`src/rtl/uart_pkg.sv`:
```
// Shared constants and FSM state encoding for the 8N1 UART transceiver.
package uart_pkg;

    localparam int CLKS_PER_BIT_DEFAULT = 3333;

    localparam int       DATA_BITS = 8;
    localparam logic     START_LVL = 1'b0;
    localparam logic     STOP_LVL  = 1'b1;

    typedef logic [1:0] uart_state_t;
    localparam uart_state_t ST_IDLE  = 2'd0;
    localparam uart_state_t ST_START = 2'd1;
    localparam uart_state_t ST_DATA  = 2'd2;
    localparam uart_state_t ST_STOP  = 2'd3;

endpackage

```
`src/rtl/uart_if.sv`:
```
// Byte-side handshake between control logic (master) and the UART (slave).
// frame_err is present only when UART_FRAME_ERR_EN is defined.
interface uart_if;
    import uart_pkg::*;

    logic                 en;
    logic [DATA_BITS-1:0] data_in;
    logic                 rdy;
    logic                 valid;
    logic [DATA_BITS-1:0] data_out;
`ifdef UART_FRAME_ERR_EN
    logic                 frame_err;

    modport master (output en, data_in, input rdy, valid, data_out, frame_err);
    modport slave  (input en, data_in, output rdy, valid, data_out, frame_err);
`else
    modport master (output en, data_in, input rdy, valid, data_out);
    modport slave  (input en, data_in, output rdy, valid, data_out);
`endif

endinterface

```
`src/rtl/uart_bit_timer.sv`:
```
// Loadable down-counter; tc is high while the count sits at zero (no wrap).
module uart_bit_timer #(
    parameter int WIDTH = 4
) (
    input  logic             clk,
    input  logic             rst,
    input  logic             load,
    input  logic [WIDTH-1:0] load_val,
    output logic             tc
);

    logic [WIDTH-1:0] count_reg;

    always_ff @(posedge clk) begin
        if (!rst) begin
            count_reg <= '0;
        end else if (load) begin
            count_reg <= load_val;
        end else if (count_reg != '0) begin
            count_reg <= count_reg - 1'b1;
        end
    end

    assign tc = (count_reg == '0);

endmodule

```
`src/rtl/uart_transceiver.sv`:
```
// Full-duplex 8N1 UART with independent TX and RX state machines.
// Optional frame_err output enabled by defining UART_FRAME_ERR_EN.
module uart_transceiver
    import uart_pkg::*;
#(
    parameter int CLKS_PER_BIT = CLKS_PER_BIT_DEFAULT
) (
    input  logic    clk,
    input  logic    rst,
    input  logic    din,
    output logic    dout,
    uart_if.slave   bus
);

    localparam int               CW        = $clog2(CLKS_PER_BIT) + 1;
    localparam logic [CW-1:0]    FULL_LOAD = CW'(CLKS_PER_BIT - 1);
    localparam logic [CW-1:0]    HALF_LOAD = CW'(CLKS_PER_BIT / 2 - 1);
    localparam logic [2:0]       LAST_BIT  = 3'(DATA_BITS - 1);

    // ---------------- transmit path ----------------
    uart_state_t          tx_state_reg;
    logic [DATA_BITS-1:0] tx_shift_reg;
    logic [2:0]           tx_idx_reg;
    logic                 tx_dout_reg;
    logic                 tx_rdy_reg;
    logic                 tx_load;
    logic                 tx_tc;

    // Every bit period is (re)started by a load; leaving STOP needs no reload.
    assign tx_load = (tx_state_reg == ST_IDLE) ? bus.en
                                               : (tx_tc && tx_state_reg != ST_STOP);

    uart_bit_timer #(.WIDTH(CW)) u_tx_timer (
        .clk      (clk),
        .rst      (rst),
        .load     (tx_load),
        .load_val (FULL_LOAD),
        .tc       (tx_tc)
    );

    always_ff @(posedge clk) begin
        if (!rst) begin
            tx_state_reg <= ST_IDLE;
            tx_shift_reg <= '0;
            tx_idx_reg   <= '0;
            tx_dout_reg  <= STOP_LVL;
            tx_rdy_reg   <= 1'b1;
        end else begin
            case (tx_state_reg)
                ST_IDLE: if (bus.en) begin
                    tx_shift_reg <= bus.data_in;
                    tx_state_reg <= ST_START;
                    tx_dout_reg  <= START_LVL;
                    tx_rdy_reg   <= 1'b0;
                end
                ST_START: if (tx_tc) begin
                    tx_state_reg <= ST_DATA;
                    tx_idx_reg   <= '0;
                    tx_dout_reg  <= tx_shift_reg[0];
                    tx_shift_reg <= tx_shift_reg >> 1;
                end
                ST_DATA: if (tx_tc) begin
                    if (tx_idx_reg == LAST_BIT) begin
                        tx_state_reg <= ST_STOP;
                        tx_dout_reg  <= STOP_LVL;
                    end else begin
                        tx_idx_reg   <= tx_idx_reg + 1'b1;
                        tx_dout_reg  <= tx_shift_reg[0];
                        tx_shift_reg <= tx_shift_reg >> 1;
                    end
                end
                ST_STOP: if (tx_tc) begin
                    tx_state_reg <= ST_IDLE;
                    tx_rdy_reg   <= 1'b1;
                end
                default: tx_state_reg <= ST_IDLE;
            endcase
        end
    end

    assign dout    = tx_dout_reg;
    assign bus.rdy = tx_rdy_reg;

    // ---------------- receive path ----------------
    uart_state_t          rx_state_reg;
    logic [1:0]           rx_sync_reg;
    logic                 rx_prev_reg;
    logic [DATA_BITS-1:0] rx_shift_reg;
    logic [2:0]           rx_idx_reg;
    logic                 rx_hold_reg;
    logic                 rx_valid_reg;
    logic [DATA_BITS-1:0] rx_data_reg;
    logic                 rx_line;
    logic                 rx_fall;
    logic                 rx_load;
    logic [CW-1:0]        rx_load_val;
    logic                 rx_tc;

    assign rx_line     = rx_sync_reg[1];
    assign rx_fall     = rx_prev_reg && !rx_line;
    assign rx_load     = (rx_state_reg == ST_IDLE) ? rx_fall
                       : (rx_tc && (rx_state_reg == ST_START || rx_state_reg == ST_DATA));
    assign rx_load_val = (rx_state_reg == ST_IDLE) ? HALF_LOAD : FULL_LOAD;

    uart_bit_timer #(.WIDTH(CW)) u_rx_timer (
        .clk      (clk),
        .rst      (rst),
        .load     (rx_load),
        .load_val (rx_load_val),
        .tc       (rx_tc)
    );

`ifdef UART_FRAME_ERR_EN
    logic rx_ferr_reg;
    always_ff @(posedge clk) begin
        if (!rst) begin
            rx_ferr_reg <= 1'b0;
        end else begin
            rx_ferr_reg <= (rx_state_reg == ST_STOP) && !rx_hold_reg && rx_tc
                           && (rx_line != STOP_LVL);
        end
    end
    assign bus.frame_err = rx_ferr_reg;
`endif

    always_ff @(posedge clk) begin
        if (!rst) begin
            rx_sync_reg  <= 2'b11;
            rx_prev_reg  <= 1'b1;
            rx_state_reg <= ST_IDLE;
            rx_shift_reg <= '0;
            rx_idx_reg   <= '0;
            rx_hold_reg  <= 1'b0;
            rx_valid_reg <= 1'b0;
            rx_data_reg  <= '0;
        end else begin
            rx_sync_reg  <= {rx_sync_reg[0], din};
            rx_prev_reg  <= rx_line;
            rx_valid_reg <= 1'b0;
            case (rx_state_reg)
                ST_IDLE: if (rx_fall) rx_state_reg <= ST_START;
                ST_START: if (rx_tc) begin
                    rx_state_reg <= (rx_line == START_LVL) ? ST_DATA : ST_IDLE;
                    rx_idx_reg   <= '0;
                end
                ST_DATA: if (rx_tc) begin
                    rx_shift_reg <= {rx_line, rx_shift_reg[DATA_BITS-1:1]};
                    rx_idx_reg   <= rx_idx_reg + 1'b1;
                    if (rx_idx_reg == LAST_BIT) rx_state_reg <= ST_STOP;
                end
                ST_STOP: begin
                    // After a bad stop bit, stay here until the line idles high again.
                    if (rx_hold_reg) begin
                        if (rx_line == STOP_LVL) begin
                            rx_hold_reg  <= 1'b0;
                            rx_state_reg <= ST_IDLE;
                        end
                    end else if (rx_tc) begin
                        if (rx_line == STOP_LVL) begin
                            rx_data_reg  <= rx_shift_reg;
                            rx_valid_reg <= 1'b1;
                            rx_state_reg <= ST_IDLE;
                        end else begin
                            rx_hold_reg  <= 1'b1;
                        end
                    end
                end
                default: rx_state_reg <= ST_IDLE;
            endcase
        end
    end

    assign bus.valid    = rx_valid_reg;
    assign bus.data_out = rx_data_reg;

endmodule

```
`src/flat_wrapper.sv`:
```
// flat-port wrapper written by rule: the top's interface ports become plain ports
module uart_transceiver_flat import uart_pkg::*;
#(
    parameter int CLKS_PER_BIT = CLKS_PER_BIT_DEFAULT
)
  (clk, rst, din, dout, bus_en, bus_data_in, bus_rdy, bus_valid, bus_data_out);
  uart_if bus_i ();
  input  logic clk;
  input  logic rst;
  input  logic din;
  output logic dout;
  input wire logic [$bits(bus_i.en)-1:0] bus_en;
  input wire logic [$bits(bus_i.data_in)-1:0] bus_data_in;
  output wire logic [$bits(bus_i.rdy)-1:0] bus_rdy;
  output wire logic [$bits(bus_i.valid)-1:0] bus_valid;
  output wire logic [$bits(bus_i.data_out)-1:0] bus_data_out;
  assign bus_i.en = bus_en;
  assign bus_i.data_in = bus_data_in;
  assign bus_rdy = bus_i.rdy;
  assign bus_valid = bus_i.valid;
  assign bus_data_out = bus_i.data_out;
  uart_transceiver #(.CLKS_PER_BIT(CLKS_PER_BIT)) u_core (.clk(clk), .rst(rst), .din(din), .dout(dout), .bus(bus_i));
endmodule
```
`config.mk`:
```
export PLATFORM = sky130hd
export DESIGN_NAME = uart_transceiver_flat
export DESIGN_NICKNAME = d
export VERILOG_FILES = /design/src/rtl/uart_pkg.sv /design/src/rtl/uart_if.sv /design/src/rtl/uart_bit_timer.sv /design/src/rtl/uart_transceiver.sv /design/src/flat_wrapper.sv
export SDC_FILE = /design/constraint.sdc
export NUM_CORES = 1
export LEC_CHECK = 0
export ABC_AREA = 1
export CAP_MARGIN = 20
export CORE_MARGIN = 4
export CORE_UTILIZATION = 40
export DETAILED_ROUTE_END_ITERATION = 8
export HOLD_SLACK_MARGIN = 0.06
export PLACE_DENSITY_LB_ADDON = 0.05
export SYNTH_ARGS = -nofsm -noshare
export SYNTH_HDL_FRONTEND = slang
export SYNTH_SLANG_ARGS = --single-unit
export TNS_END_PERCENT = 1
```
`constraint.sdc`:
```
create_clock -name clk -period 2.05 [get_ports clk]
set_input_delay 0.41 -clock clk [delete_from_list [all_inputs] [get_ports clk]]
set_output_delay 0.41 -clock clk [all_outputs]
set_load 0.005 [all_outputs]
```
# [Word level (Yosys, flattened, before mapping)]
# Cells that the tools add are included.
[word_totals] regBits=67 input_bits=12
[classes] addsub=4 n_eq_ne=20 muxes=45 bitwise_logic=4 n_reduce_logical=28
[op_table] cell="$mux W12" count=3
[op_table] cell="$mux W8" count=4
[op_table] cell="$logic_not A13 Y1" count=2
[op_table] cell="$mux W13" count=2
[op_table] cell="$mux W2" count=13
[op_table] cell="$reduce_bool A13 Y1" count=2
[op_table] cell="$sub A13 B1 Y13 const B" count=2
[op_table] cell="$pmux W8 S3" count=1
[op_table] cell="$pmux W2 S4" count=2
[op_table] cell="$mux W3" count=5
[op_table] cell="$reduce_and A5 Y1" count=3
[op_table] cell="$ne A2 B1 Y1 const B" count=7
[op_table] cell="$pmux W3 S2" count=2
[op_table] cell="$reduce_and A4 Y1" count=3
[op_table] cell="$mux W1" count=11
[op_table] cell="$reduce_bool A2 Y1" count=5
[op_table] cell="$eq A2 B2 Y1 const B" count=4
[op_table] cell="$ne A2 B2 Y1 const B" count=4
[op_table] cell="$add A3 B1 Y3 const B" count=2
[op_table] cell="$eq A3 B3 Y1 const B" count=2
[op_table] cell="$reduce_and A3 Y1" count=2
[op_table] cell="$eq A2 B1 Y1 const B" count=2
[op_table] cell="$logic_not A2 Y1" count=2
[op_table] cell="$not A1 Y1" count=4
[op_table] cell="other kinds (10)" count=12

# [Longest topological paths before layout]
# Gate-level depths: netlist (run 1).
[depth] word_depth=5 ltp_mapped=13

# [Cells and area by module]
# From an unflattened synthesis (run 1), not the netlist that was laid out.
[unflattened] cells_unflattened=534 hier_area_um2=3779.9
[modules_own_cells] module="uart_transceiver" n_inst=1 cells_per_inst=258 area_per_inst_um2=1918.1
[modules_own_cells] module="uart_bit_timer" n_inst=2 cells_per_inst=138 area_per_inst_um2=930.9

# [Worst setup path before layout (run 1)]
# No wires, ideal clock.
[synth_path] path_kind="register to register" start="register u_core.rx_state_reg[0]" end="register u_core.u_rx_timer.count_reg[9]" t_arrival_ns=1.401 required_time_ns=1.924 slack_ns=0.523 path_stages_with_launch=10 synth_period_minus_slack_ns=1.527 path_cell_list="dfxtp_1 -> inv_1 -> ha_1 -> inv_1 -> nor2_1 -> nand2_1 -> nand2_1 -> inv_2 -> a21oi_1 -> nor2_1"
[synth_between] elab_chain_len=5 elab_cells_between_ends=9 cone_classes="eq/ne (2); mux (3); reduce/logical (4)"
[synth_lines] item="start: declaration" line="uart_transceiver.sv:85" rtl="uart_state_t rx_state_reg;"
[synth_lines] item="start signal: assignment" line="uart_transceiver.sv:143" rtl="rx_state_reg <= (rx_line == START_LVL) ? ST_DATA : ST_IDLE;"
[synth_lines] item="$eq A2 B1 Y1 / $eq A2 B2 Y1 (equally long branches)" line="uart_transceiver.sv:102" rtl=": (rx_tc && (rx_state_reg == ST_START || rx_state_reg == ST_DATA));"
[synth_lines] item="$logic_or A1 B1 Y1" line="uart_transceiver.sv:102"
[synth_lines] item="$logic_and A1 B1 Y1" line="uart_transceiver.sv:102"
[synth_lines] item="$mux W1" line="uart_transceiver.sv:101" rtl="assign rx_load = (rx_state_reg == ST_IDLE) ? rx_fall"
[synth_lines] item="$mux W13 / $reduce_bool A2 Y1 (equally long branches)"
[synth_lines] item="end signal: assignment" line="uart_bit_timer.sv:18" rtl="count_reg <= load_val;"
[synth_lines] item="end signal: assignment" line="uart_bit_timer.sv:20" rtl="count_reg <= count_reg - 1'b1;"
[synth_lines] item="end: declaration" line="uart_bit_timer.sv:12" rtl="logic [WIDTH-1:0] count_reg;"
# Several ways; a longest one is shown, not always the timed one.
# A chain may end at the register's enable or synchronous reset.

# [Final worst setup path (run 1)]
# Ends and elaborated chain as after synthesis.

==> results.sh, run 1 <==
export IMPL_startpoint="u_core.rx_state_reg[0]"
export IMPL_setup_tns_final_ns=0
export IMPL_path_clk_slew_ns=0.08
export IMPL_n_antenna_cell=0
export IMPL_grt_pass1_wl_um=11400
export IMPL_hold_path_class="flop to flop"
export IMPL_cp_max_fo=9
export IMPL_grt_usage_pct=14.2
export IMPL_pre_cts_slack_ns=0.262
export IMPL_num_rows=32
export IMPL_globalRouteOverflowTotal=0
export IMPL_ctsHoldBuffers=0
export IMPL_placed_cells=559
export IMPL_numCtsBuffers=9
export IMPL_clock_sinks=67
export IMPL_path_class="flop to flop"
export IMPL_startpoint_type="flop"
export IMPL_nNetsFinal=495
export IMPL_ys_types=35
export IMPL_leakagePower_uw=0.00170
export IMPL_drc=0
export IMPL_syn_area_per_cell_um2=7.47
export IMPL_gp_congestion=0.802
export IMPL_clock_root_buffer="clkbuf_8"
export IMPL_syn_nets=465
export IMPL_worst_slack_ns=0.285
export IMPL_routed_via_count=2791
export IMPL_die_y_um=98.5
export IMPL_hold_viol=0
export IMPL_relSlewSlack_pct=64.1
export IMPL_maxCapViolations=0
export IMPL_dp_hpwl_um=4760
export IMPL_post_cts_resized=0
export IMPL_min_period_ns=1.77
export IMPL_final_cell_mix="nand2_1 (90), dfxtp_1 (67), a21oi_1 (57), inv_1 (44), nor2_1 (37)"
export IMPL_endpoint_kind="flop"
export IMPL_postCtsSetupBuffers=0
export IMPL_cp_endpoint="u_core.u_rx_timer.count_reg[9]"
export IMPL_io_pins=23
export IMPL_max_clock_path_buffers=2
export IMPL_ir_worst_vdd_v=0.000654
export IMPL_fin_total_pwr_uw=6070
export IMPL_r2r_cells=9
export IMPL_fin_cells=575
export IMPL_synth_cells=438
export IMPL_synth_area_top_cells="dfxtp_1 (41%), nand2_1 (10%), a21oi_1 (8.7%), ha_1 (5.7%), inv_1 (5.0%)"
export IMPL_netlist_area_um2=3270
export IMPL_ff2ff_setup_slack_ns=0.28
export IMPL_synth_area_leader_cell="dfxtp_1"
export IMPL_r2r_end="u_core.u_rx_timer.count_reg[9]"
export IMPL_setup_viol=0
export IMPL_detail_route_wirelength_um=6640
export IMPL_drt_pass1_iter_count=4
export IMPL_cts_tree="built"
export IMPL_grt_pass1_vias=2572
export IMPL_clock_latency_ns=0.35
export IMPL_final_common_cell="nand2_1"
export IMPL_max_freq_ghz=0.567
export IMPL_io_buffers=22
export IMPL_ys_seq_elements=67
export IMPL_drive_above_1_share_pct=11.6
export IMPL_synth_seq_area_share_pct=41.0
export IMPL_wl_per_cell_um=11.5
export IMPL_crit_arrival_ns=1.99
export IMPL_post_route_period_util_pct=86.1
export IMPL_rsz0062_at_grt="false"
export IMPL_fp_dieArea_um2=9690
export IMPL_fillers=815
export IMPL_ys_warnings_count=0
export IMPL_start_util_pct=41.7
export IMPL_cts_max_level=3
export IMPL_fin_skew_ns=0.00847
export IMPL_postLayoutCoreUtil_pct=49.6
export IMPL_drt_iter0_markers=98
export IMPL_p_per_area_nw_per_um2=1560
export IMPL_maxSlewViolCount=0
export IMPL_worst_pin_slew_ns=0.534
export IMPL_viasPerCell=4.85
export IMPL_core_area_um2=7850
export IMPL_grt_max_degree=20
export IMPL_outcome="finished, final reports clean"
export IMPL_reg2reg_from="u_core.rx_state_reg[0]"
export IMPL_die_w_um=98.5
export IMPL_area_delta_synth_final_pct=18.8
export IMPL_antenna_found_initial=0
export IMPL_ant_nets=0
export IMPL_cp_required_ns=2.28
export IMPL_synth_top_cell_area_share_pct=41.0
how the worst min path moves through the flow:
stage | start | end | slack [ns] | depth (start not counted)
2_1_floorplan | u_core.rx_sync_reg[0] | u_core.rx_sync_reg[1] | 0.39 | 1
3_3_place_gp | u_core.rx_sync_reg[0] | u_core.rx_sync_reg[1] | 0.40 | 1
3_5_place_dp | u_core.rx_sync_reg[0] | u_core.rx_sync_reg[1] | 0.41 | 1
4_1_cts | u_core.rx_sync_reg[0] | u_core.rx_sync_reg[1] | 0.43 | 1
5_1_grt | u_core.rx_sync_reg[0] | u_core.rx_sync_reg[1] | 0.45 | 1
6_report | u_core.rx_sync_reg[0] | u_core.rx_sync_reg[1] | 0.43 | 1
kinds of logic after synthesis:
logic type               count (synthesis)  synth area share (%)
flip-flops                              67                  41.0
adder cells (fa/ha/maj)                 15                  5.73
AO/OA/AOI/OAI                           86                  14.3
AND/OR/NAND/NOR                        200                  28.9
buffers and inverters                   60                  7.42
XOR/XNOR                                10                  2.68
cell type report:
class | count | area (um^2) | share of cell area (%)
Inverter | 50 | 193 | 4.95
Clock buffer | 10 | 128 | 3.28
Multi-Input combinational cell | 311 | 1690 | 43.4
Sequential cell | 67 | 1340 | 34.5
Timing Repair Buffer | 29 | 273 | 7.01
Tap cell | 102 | 128 | 3.28
Clock inverter | 6 | 138 | 3.54
synthesized netlist by cell type, drive strengths merged:
library cell and number:
xor2 7, nand4 6, o21bai 2, nor2 42, o211a 2, xnor2 3, or2 7, nor3b 1
inv 49, buf 3, a21oi 58, ha 15, dfxtp 67, a22oi 1, nand3 31, nand2 100
nand3b 2, nor3 11, o211ai 2, clkbuf 7, clkinv 1, o21ai 20, o31ai 1
routing by layer:
| layer | vias to the layer above | GRT usage, % | part of all wire (%) |
|---|---|---|---|
| met5 | - | 0 | 0 |
| met3 | 6 | 5.17 | 4.5 |
| met1 | 1242 | 18.8 | 51 |
| met2 | 49 | 21.8 | 43 |
| met4 | 0 | 4.10 | 1.3 |
| li1 | 1494 | - | - |
report_power, final:
| group | switching (uW) | internal (uW) | total, uW |
|---|---|---|---|
| Sequential | 264 | 1640 | 1900 |
| Clock | 520 | 936 | 1460 |
| Combinational | 1660 | 1050 | 2710 |
critical path: stages, from the launching register on:
cell and delay (ns):
dfxtp_1 0.43, inv_1 0.09, ha_1 0.39, inv_1 0.06
nor2_1 0.15, nand2_1 0.07, nand2_1 0.11, inv_2 0.11
a21oi_1 0.18, nor2_1 0.05
per-stage QoR:
step	area, um^2	hold WS, ns
2_1_floorplan	3270	0.393
3_3_place_gp	3620	0.399
3_5_place_dp	3620	0.409
4_1_cts	3890	0.434
5_1_grt	3890	0.452
6_report	3890	0.431
Power figures use the tool's default switching activity.
==> run 2, diff against run 1 <==
--- a/config.mk
+++ b/config.mk
@@ -9,6 +9,7 @@
 export CAP_MARGIN = 20
 export CORE_MARGIN = 4
 export CORE_UTILIZATION = 40
+export CTS_CLUSTER_DIAMETER = 60
 export DETAILED_ROUTE_END_ITERATION = 8
 export HOLD_SLACK_MARGIN = 0.06
 export PLACE_DENSITY_LB_ADDON = 0.05
==> results of run 2 <==
Same layout as run 1: the final DEF is identical, and so are final timing and power.
==> run 3, diff against run 2 <==
--- a/config.mk
+++ b/config.mk
@@ -6,9 +6,10 @@
 export NUM_CORES = 1
 export LEC_CHECK = 0
 export ABC_AREA = 1
+export ABC_CLOCK_PERIOD_IN_PS = 2050
 export CAP_MARGIN = 20
 export CORE_MARGIN = 4
-export CORE_UTILIZATION = 40
+export CORE_UTILIZATION = 45
 export CTS_CLUSTER_DIAMETER = 60
 export DETAILED_ROUTE_END_ITERATION = 8
 export HOLD_SLACK_MARGIN = 0.06
==> results.sh, run 3 (synthesis gave the netlist of run 1 again) <==
export IMPL_drive_above_1_share_pct=11.0
export IMPL_ir_worst_vdd_v=0.000540
export IMPL_globalRouteOverflowTotal=0
export IMPL_p_int_uw=3350
export IMPL_max_clock_path_buffers=2
export IMPL_whs_ns=0.410
export IMPL_multi_input_area_um2=1690
export IMPL_start_util_pct=47.1
export IMPL_drt_pass1_iter_count=4
export IMPL_hold_viol=0
export IMPL_clock_root_buffer="clkbuf_8"
export IMPL_grt_max_degree=21
export IMPL_cts_max_level=3
export IMPL_postCtsSetupBuffers=0
export IMPL_drt_iter0_markers=125
export IMPL_final_common_cell="nand2_1"
export IMPL_endpoint_kind="flop"
export IMPL_p_per_area_nw_per_um2=1510
export IMPL_wl_per_cell_um=11.4
export IMPL_post_route_period_util_pct=86.7
export IMPL_hold_path_class="flop to flop"
export IMPL_drc=0
export IMPL_hold_start="u_core.rx_sync_reg[0]"
export IMPL_die_y_um=93.3
export IMPL_nNetsFinal=493
export IMPL_cp_required_ns=2.27
export IMPL_final_cell_mix="nand2_1 (90), dfxtp_1 (67), a21oi_1 (57), inv_1 (44), nor2_1 (37)"
export IMPL_cts_tree="built"
export IMPL_rsz0062_at_grt="false"
export IMPL_setup_viol=0
export IMPL_numCtsBuffers=9
export IMPL_ant_nets=0
export IMPL_max_freq_ghz=0.562
export IMPL_leakagePower_uw=0.00166
export IMPL_detail_route_wirelength_um=6450
export IMPL_area_delta_synth_final_pct=16.4
export IMPL_fin_total_pwr_uw=5760
export IMPL_grt_pass1_vias=2497
export IMPL_relSlewSlack_pct=58.0
export IMPL_startpoint="u_core.rx_state_reg[0]"
export IMPL_min_period_ns=1.78
export IMPL_io_buffers=22
export IMPL_maxSlewViolCount=0
export IMPL_core_area_um2=6940
export IMPL_grt_usage_pct=16.1
export IMPL_path_class="flop to flop"
export IMPL_antenna_found_initial=0
export IMPL_clock_sinks=67
export IMPL_gp_congestion=0.868
export IMPL_cp_max_fo=9
export IMPL_routed_via_count=2756
export IMPL_path_clk_slew_ns=0.07
export IMPL_fillers=704
export IMPL_io_pins=23
export IMPL_viasPerCell=4.86
export IMPL_power_frac_seq_pct=32.8
export IMPL_grt_pass1_wl_um=11200
export IMPL_seqCellArea_um2=1340
export IMPL_clock_latency_ns=0.35
export IMPL_startpoint_type="flop"
export IMPL_post_cts_resized=0
export IMPL_n_antenna_cell=0
export IMPL_dp_hpwl_um=4540
export IMPL_die_w_um=93.3
export IMPL_ctsHoldBuffers=0
export IMPL_fp_dieArea_um2=8700
export IMPL_worst_pin_slew_ns=0.629
export IMPL_fin_skew_ns=0.0113
export IMPL_combPwrFrac_pct=46.8
export IMPL_swShare_pct=41.9
export IMPL_outcome="finished, final reports clean"
export IMPL_setup_tns_final_ns=0
export IMPL_switchingPower_uw=2410
export IMPL_crit_arrival_ns=2.00
export IMPL_clkPwrFrac_pct=20.4
export IMPL_num_rows=30
export IMPL_maxCapViolations=0
export IMPL_reg2reg_from="u_core.rx_state_reg[0]"
==> run 3: changes by cell type in the layout (fill, tap and decap cells not counted) <==
cell	previous run	this run
clkbuf_1	1	2
clkinvlp_4	0	1
buf_4	7	5
bufinv_16	4	2
clkinv_4	3	1
clkinv_2	0	2
==> run 3: cell type report <==
| cell class | count | area share (%) |
|---|---|---|
| multi-input cells | 311 | 44.3 |
| clock inverters | 5 | 2.04 |
| inverters | 50 | 5.06 |
| clock buffers | 11 | 3.45 |
| well taps | 96 | 3.15 |
| repair buffers | 27 | 6.77 |
| flip-flops and latches | 67 | 35.2 |
==> run 3: worst paths after layout <==
kind	to	slack, ns	depth (start not counted)
min reg2reg	u_core.rx_sync_reg[1]	0.41	1
min	u_core.rx_sync_reg[1]	0.41	1
max reg2reg	u_core.u_rx_timer.count_reg[9]	0.27	9
max	u_core.u_rx_timer.count_reg[9]	0.27	9
==> run 3: power by group through the flow <==
| stage | sequential, uW | combinational (uW) | clock (uW) |
|---|---|---|---|
| detailed placement | 1910 | 2700 | 0 |
| global placement | 1920 | 2670 | 0 |
| floorplan | 1860 | 2210 | 0 |
| global route | 1940 | 3100 | 1260 |
| CTS | 1890 | 2720 | 1220 |
| finish | 1890 | 2700 | 1170 |
==> run 3: layer usage <==
| layer | vias up | GRT usage [%] | share of wire [%] | wire length [um] |
|---|---|---|---|---|
| li1 | 1483 | - | - | - |
| met1 | 1226 | 22.1 | 52 | 3390 |
| met2 | 38 | 23.9 | 42 | 2720 |
| met3 | 9 | 3.14 | 3.2 | 205 |
| met4 | 0 | 8.06 | 2.2 | 140 |
| met5 | - | 0 | 0 | 0 |
==> run 3: stage by stage <==
stage | cells | utilization [%] | area, um^2 | worst slack (ns)
global placement | 551 | 51.9 | 3600 | 0.229
finish | 567 | 54.9 | 3810 | 0.272
global route | 567 | 54.9 | 3810 | 0.0426
floorplan | 438 | - | 3270 | 0.523
detailed placement | 551 | 51.9 | 3600 | 0.196
CTS | 567 | 54.9 | 3810 | 0.249
==> run 3: worst max-delay path, cell delays in order (launching register included) <==
cell,delay [ns]
dfxtp_1,0.44
inv_1,0.10
ha_1,0.41
inv_1,0.06
nor2_1,0.15
nand2_1,0.07
nand2_1,0.12
inv_2,0.11
a21oi_1,0.16
nor2_1,0.05
